**src/rtl/vo_motion_pkg.sv**
```systemverilog
// Shared types and sizing for the per-frame motion estimator.
// Latency: n/a (constants, types and pure helper functions only).
// Backpressure: n/a.
package vo_motion_pkg;

   localparam int MAX_PAIRS = 500;
   localparam int MAX_DISP  = 64;
   localparam int COOR_W    = 10;
   localparam int DISP_W    = 11;
   localparam int CNT_W     = $clog2(MAX_PAIRS + 1);
   localparam int SUM_W     = DISP_W + CNT_W;
   localparam int STEP_W    = $clog2(SUM_W);

   typedef enum logic [1:0] {
      IDLE,
      ACC,
      DIV,
      DONE
   } me_state_e;

   // Two's-complement magnitude of a signed accumulator.
   function automatic logic [SUM_W-1:0] abs_sum(input logic [SUM_W-1:0] v);
      return v[SUM_W-1] ? SUM_W'(~v + 1'b1) : v;
   endfunction

   // Reapply the sign of the sum to an unsigned quotient (truncates toward zero).
   function automatic logic [DISP_W-1:0] apply_sign(input logic neg, input logic [DISP_W-1:0] mag);
      return neg ? DISP_W'(~mag + 1'b1) : mag;
   endfunction

endpackage

```
**src/rtl/motion_divider.sv**
```systemverilog
// Unsigned restoring divider, SUM_W-bit dividend by CNT_W-bit divisor.
// Latency: loads on start_i, then SUM_W iterations; done_o marks the last one.
// Backpressure: none; a new start_i simply restarts the division.
module motion_divider
   import vo_motion_pkg::*;
(
   input  logic              clk_i,
   input  logic              rst_ni,
   input  logic              start_i,
   input  logic [SUM_W-1:0]  dividend_i,
   input  logic [CNT_W-1:0]  divisor_i,
   output logic              done_o,
   output logic [DISP_W-1:0] quotient_o
);

   logic [SUM_W-1:0]  quot_q, quot_d;
   logic [CNT_W-1:0]  rem_q, rem_d;
   logic [CNT_W-1:0]  dvsr_q, dvsr_d;
   logic [STEP_W-1:0] step_q, step_d;
   logic              busy_q, busy_d;
   logic [CNT_W:0]    trial;

   // One quotient bit per cycle: shift dividend MSB into the remainder and try to subtract.
   always_comb begin
      quot_d = quot_q;
      rem_d  = rem_q;
      dvsr_d = dvsr_q;
      step_d = step_q;
      busy_d = busy_q;
      trial  = {rem_q, quot_q[SUM_W-1]};
      if (start_i) begin
         quot_d = dividend_i;
         rem_d  = '0;
         dvsr_d = divisor_i;
         step_d = '0;
         busy_d = 1'b1;
      end else if (busy_q) begin
         if (trial >= {1'b0, dvsr_q}) begin
            rem_d  = CNT_W'(trial - {1'b0, dvsr_q});
            quot_d = {quot_q[SUM_W-2:0], 1'b1};
         end else begin
            rem_d  = trial[CNT_W-1:0];
            quot_d = {quot_q[SUM_W-2:0], 1'b0};
         end
         step_d = step_q + 1'b1;
         if (step_q == STEP_W'(SUM_W - 1)) begin
            busy_d = 1'b0;
         end
      end
   end

   // Divider state registers.
   always_ff @(posedge clk_i or negedge rst_ni) begin
      if (!rst_ni) begin
         quot_q <= '0;
         rem_q  <= '0;
         dvsr_q <= '0;
         step_q <= '0;
         busy_q <= 1'b0;
      end else begin
         quot_q <= quot_d;
         rem_q  <= rem_d;
         dvsr_q <= dvsr_d;
         step_q <= step_d;
         busy_q <= busy_d;
      end
   end

   // High during the final iteration; the quotient is complete from the next cycle.
   assign done_o     = busy_q && (step_q == STEP_W'(SUM_W - 1));
   // The mean magnitude never exceeds MAX_DISP, so the low DISP_W bits hold it.
   assign quotient_o = quot_q[DISP_W-1:0];

endmodule

```
**src/rtl/match_motion_estimator.sv**
```systemverilog
// Per-frame global translation: mean (dx, dy) of inlier match displacements.
// Latency: i_end to o_valid is SUM_W+2 cycles (2 cycles for an empty frame).
// Backpressure: none; pairs accepted every ACC cycle, dropped while DIV/DONE.
module match_motion_estimator
   import vo_motion_pkg::*;
(
   input  logic              i_clk,
   input  logic              i_rst_n,
   input  logic              i_valid,
   input  logic              i_end,
   input  logic [COOR_W-1:0] i_src_coor_x,
   input  logic [COOR_W-1:0] i_src_coor_y,
   input  logic [COOR_W-1:0] i_dst_coor_x,
   input  logic [COOR_W-1:0] i_dst_coor_y,
   output logic              o_valid,
   output logic [DISP_W-1:0] o_dx,
   output logic [DISP_W-1:0] o_dy,
   output logic [CNT_W-1:0]  o_count,
   output logic              o_overflow,
   output logic              o_busy
);

   localparam logic signed [DISP_W-1:0] DISP_LIM = DISP_W'(MAX_DISP);

   me_state_e                state_q, state_d;
   logic signed [SUM_W-1:0]  sum_x_q, sum_x_d, sum_y_q, sum_y_d;
   logic [CNT_W-1:0]         cnt_q, cnt_d;
   logic                     ovf_q, ovf_d;
   logic                     div_start;
   logic                     div_done_x, div_done_y;
   logic [DISP_W-1:0]        quot_x, quot_y;

   logic                     o_valid_q;
   logic [DISP_W-1:0]        o_dx_q, o_dy_q;
   logic [CNT_W-1:0]         o_count_q;
   logic                     o_overflow_q;

   logic signed [DISP_W-1:0] dx, dy;
   logic signed [SUM_W-1:0]  dx_ext, dy_ext;
   logic                     inlier;

   // Displacement of the incoming pair; -1024 is always rejected by the range test.
   assign dx     = $signed({1'b0, i_dst_coor_x}) - $signed({1'b0, i_src_coor_x});
   assign dy     = $signed({1'b0, i_dst_coor_y}) - $signed({1'b0, i_src_coor_y});
   assign dx_ext = {{(SUM_W-DISP_W){dx[DISP_W-1]}}, dx};
   assign dy_ext = {{(SUM_W-DISP_W){dy[DISP_W-1]}}, dy};
   assign inlier = (dx >= -DISP_LIM) && (dx <= DISP_LIM) &&
                   (dy >= -DISP_LIM) && (dy <= DISP_LIM);

   // Frame FSM and accumulators; a pair arriving with i_end is folded in before dividing.
   always_comb begin
      state_d   = state_q;
      sum_x_d   = sum_x_q;
      sum_y_d   = sum_y_q;
      cnt_d     = cnt_q;
      ovf_d     = ovf_q;
      div_start = 1'b0;
      case (state_q)
         IDLE: state_d = ACC;
         ACC: begin
            if (i_valid && inlier) begin
               if (cnt_q == CNT_W'(MAX_PAIRS)) begin
                  ovf_d = 1'b1;
               end else begin
                  sum_x_d = sum_x_q + dx_ext;
                  sum_y_d = sum_y_q + dy_ext;
                  cnt_d   = cnt_q + 1'b1;
               end
            end
            if (i_end) begin
               if (cnt_d == '0) begin
                  state_d = DONE;
               end else begin
                  state_d   = DIV;
                  div_start = 1'b1;
               end
            end
         end
         DIV: begin
            if (div_done_x && div_done_y) begin
               state_d = DONE;
            end
         end
         DONE: begin
            state_d = ACC;
            sum_x_d = '0;
            sum_y_d = '0;
            cnt_d   = '0;
            ovf_d   = 1'b0;
         end
         default: state_d = IDLE;
      endcase
   end

   // State, accumulator and count registers.
   always_ff @(posedge i_clk or negedge i_rst_n) begin
      if (!i_rst_n) begin
         state_q <= IDLE;
         sum_x_q <= '0;
         sum_y_q <= '0;
         cnt_q   <= '0;
         ovf_q   <= 1'b0;
      end else begin
         state_q <= state_d;
         sum_x_q <= sum_x_d;
         sum_y_q <= sum_y_d;
         cnt_q   <= cnt_d;
         ovf_q   <= ovf_d;
      end
   end

   motion_divider u_div_x (
      .clk_i      (i_clk),
      .rst_ni     (i_rst_n),
      .start_i    (div_start),
      .dividend_i (abs_sum(sum_x_d)),
      .divisor_i  (cnt_d),
      .done_o     (div_done_x),
      .quotient_o (quot_x)
   );

   motion_divider u_div_y (
      .clk_i      (i_clk),
      .rst_ni     (i_rst_n),
      .start_i    (div_start),
      .dividend_i (abs_sum(sum_y_d)),
      .divisor_i  (cnt_d),
      .done_o     (div_done_y),
      .quotient_o (quot_y)
   );

   // Result registers: updated only in DONE, held otherwise; an empty frame reports zero.
   always_ff @(posedge i_clk or negedge i_rst_n) begin
      if (!i_rst_n) begin
         o_valid_q    <= 1'b0;
         o_dx_q       <= '0;
         o_dy_q       <= '0;
         o_count_q    <= '0;
         o_overflow_q <= 1'b0;
      end else begin
         o_valid_q <= (state_q == DONE);
         if (state_q == DONE) begin
            o_dx_q       <= (cnt_q == '0) ? '0 : apply_sign(sum_x_q[SUM_W-1], quot_x);
            o_dy_q       <= (cnt_q == '0) ? '0 : apply_sign(sum_y_q[SUM_W-1], quot_y);
            o_count_q    <= cnt_q;
            o_overflow_q <= ovf_q;
         end
      end
   end

   assign o_valid    = o_valid_q;
   assign o_dx       = o_dx_q;
   assign o_dy       = o_dy_q;
   assign o_count    = o_count_q;
   assign o_overflow = o_overflow_q;
   assign o_busy     = (state_q == DIV);

endmodule
```
**config.mk**
```make
export PLATFORM = sky130hd
export DESIGN_NAME = match_motion_estimator
export DESIGN_NICKNAME = d
export VERILOG_FILES = /design/src/rtl/vo_motion_pkg.sv /design/src/rtl/motion_divider.sv /design/src/rtl/match_motion_estimator.sv
export SDC_FILE = /design/constraint.sdc
export NUM_CORES = 1
export LEC_CHECK = 0
export CAP_MARGIN = 15
export CORE_MARGIN = 2
export CORE_UTILIZATION = 50
export DETAILED_ROUTE_END_ITERATION = 10
export GPL_ROUTABILITY_DRIVEN = 1
export PLACE_DENSITY_LB_ADDON = 0.15
export SLEW_MARGIN = 25
export SYNTH_ARGS = -nofsm -noshare
export SYNTH_HDL_FRONTEND = slang
export SYNTH_SLANG_ARGS = --single-unit
export TNS_END_PERCENT = 1
```
**constraint.sdc**
```tcl
create_clock -name i_clk -period 4.2 [get_ports i_clk]
set_input_delay 0.84 -clock i_clk [delete_from_list [all_inputs] [get_ports i_clk]]
set_output_delay 0.84 -clock i_clk [all_outputs]
set_load 0.02 [all_outputs]
```
==> results.toml <==
[detailed_routing]
first_pass_iters = 5
drtIter0Drc = 726
vias = 11700
vias_per_cell = 5.77
wl_um = 35300
drc = 0
wl_per_cell_um = 17.4
antenna_left = 0

[synth]
syn-cell-area_mm2 = 0.0124
ys.flop_type = "dfrtp_1"
synthTopCellsByArea = "dfrtp_1 33%, ha_1 8.9%, xnor2_1 4.4%"
synth_top_area_share_pct = 33.1
postSynthCellCount = 1391
synth_edf_count = 0
yosys_warnings = 0
synth_seq_cells = 164
synthesis.nets = 1529
synth_cell_types = 85
async_flop_share_pct = 100
syn_avg_cell_area_um2 = 8.90
ys_seq_area_share_pct = 33.1
synth_area_leader_cell = "dfrtp_1"

[timing]
slew_violations = 0
final_hold_viol_count = 0
tightestPinTransition_ps = 947
whs_ps = 408
final.setup.worst_slack_ps = -705
period_minus_slack_ps = 4900
skew_ps = 13.5
setup-tns-final_ps = -31690
rsz0062_at_grt = "yes"
setup_viol = 85
timing.fmax_mhz = 204
period_share_pct = 117
relSlewSlack_pct = 36.9

[global_route]
grtUsageTotal_pct = 27.9
grt_pass1_vias = 12000
grt_first_pass_wirelength_um = 59000
grt_max_degree = 77
grt_antenna_before_repair = 0
overflow = 0

[hold_path]
hold_path.class = "primary input to async pin"

[clocking]
cts_root_buf = "clkbuf_16"
numCtsBuffers = 17
clock_path_buffers = 2
cts_tree = "done"
path_clk_slew_ps = 80
clkSinkCount = 164
hold_buffers = 0
h-tree-depth = 4
clk_latency_ps = 440

[worst_setup_path]
worstPathArrival_ps = 5230
critPathMaxFanout = 12
cp-end-kind = "register"
crit_type = "primary input to register"
required_ps = 4520
start_kind = "primary input"

[die]
die-area_mm2 = 0.0260
rows = 57
core_mm2 = 0.0243
ios = 78
start_util_pct = 50.9
die_y_um = 161
die_x_um = 161

[flow_run]
drv_cap = 0

[finish]
fin_area_mm2 = 0.0167
drive_gt1_share_pct = 27.9
insertedDiodeCount = 0
nets = 1828
mostFrequentLayoutCells = "250 x buf_4, 163 x dfrtp_1, 115 x nand2_1, 85 x nor2_1, 72 x ha_1"
layout_commonest_cell = "buf_4"
utilization_pct = 68.7
synthToLayoutAreaGrowth_pct = 35.0

[placed_design]
placed_area_mm2 = 0.0154
port_buffers = 77
dpl.hpwl_um = 26000
gp_congestion = 0.909

[outcome]
violations = "setup timing"
status = "finished with violations"

[pwr]
ir_worst_vdd_mv = 0.296
powerDensity_mw_per_mm2 = 489
post-layout-total-power_mw = 8.18
p_leak_nw = 7.59
metal layers:
layer	wire length, µm	vias to the layer above	GRT usage (%)	share of wire, %
li1	-	5643	-	-
met5	0	-	0	0
met2	17700	252	48.9	50
met4	830	0	9.58	2.3
met3	1100	70	2.95	3.1
met1	15700	5739	36.0	44
worst max-delay path: stages:
cell,delay (ps)
dlygate4sd2_1,220
inv_2,60
fa_2,380
a21o_1,210
a221oi_4,310
o21ai_2,120
o31a_1,340
buf_4,140
buf_4,140
nand4b_1,90
or3_4,170
a22o_1,180
buf_12,160
buf_4,180
nor2_8,60
buf_12,150
buf_4,130
a22o_1,200
or4_4,550
o41a_1,370
xnor2_2,150
a21oi_1,70
Yosys cell counts, types with 7 or more instances:
master,count
dfrtp_1,164
nand2_1,116
nor2_1,94
ha_1,88
a21oi_1,80
inv_1,79
o21ai_0,76
xnor2_1,62
xor2_1,57
clkbuf_1,44
a211oi_1,43
nor2b_1,36
nand3_1,32
nor3_1,32
a21o_1,31
mux2_2,26
mux2i_1,25
o2bb2ai_1,24
a31oi_1,20
o21ai_1,19
nand4_1,16
or3_1,16
nand2b_1,15
o211ai_1,14
o31ai_1,13
buf_2,10
o21a_1,9
a22o_1,8
and3_1,8
buf_1,7
or4_1,7
cell type report:
cell class | count | area (µm²)
Inverter | 81 | 312
Sequential cell | 164 | 4110
Clock inverter | 15 | 155
Fill cell | 1949 | 7600
Multi-Input combinational cell | 1080 | 8370
Clock buffer | 17 | 425
Timing Repair Buffer | 346 | 2940
Tap cell | 324 | 405
report_power, final:
group	switching, mW	internal, mW
clock	0.765	0.792
combinational	2.33	1.94
sequential	0.385	1.97
total	3.48	4.70
cells by family after synthesis:
logic type / Yosys count / synth area share, %
AO/OA/AOI/OAI: 405 / 22.5
XOR/XNOR: 119 / 8.42
adder cells (fa/ha/maj): 94 / 9.86
buffers and inverters: 147 / 4.87
flip-flops: 164 / 33.1
multiplexers: 51 / 4.39
AND/OR/NAND/NOR: 411 / 16.9
worst paths after layout:
check / startpoint / to / slack, ps / cells after the start
setup / recovery: i_src_coor_x[1] / u_div_y.quot_q[16] / -700 / 22
hold / removal: i_rst_n / state_q[1] / 410 / 1
setup reg to reg: sum_y_q[1] / u_div_y.quot_q[16] / 400 / 15
hold reg to reg: o_dx[1] / o_dx[1] / 490 / 1
max in group asynchronous: i_rst_n / u_div_x.step_q[1] / 2900 / 2
min in group i_clk: o_dx[1] / o_dx[1] / 490 / 1
registers in the layout, indices dropped and copies added (netlist names), 2 cells and up:
name	cells
o_count	9
u_div_x.quot_q	20
u_div_y.step_q	5
o_dx	11
u_div_x.step_q	5
cnt_q	9
sum_y_q	20
u_div_y.dvsr_q	9
state_q	2
u_div_y.quot_q	20
u_div_y.rem_q	9
u_div_x.rem_q	9
sum_x_q	20
o_dy	11
timing repair:
item / in CTS / in global routing
endpoints found under the setup margin: 108 / 101
pin swaps: 72 / 26
gates resized for setup: 117 / 52
hold endpoints to repair: 0 / 0
buffers inserted: 14 / 2
stage by stage:
| stage | std cells | setup slack (ps) |
|---|---|---|
| floorplan | 1391 | -910 |
| global placement | 1980 | -1570 |
| detailed placement | 1980 | -1610 |
| CTS | 2026 | -815 |
| global route | 2027 | -1010 |
| finish | 2027 | -705 |
Power figures use the tool's default switching activity.
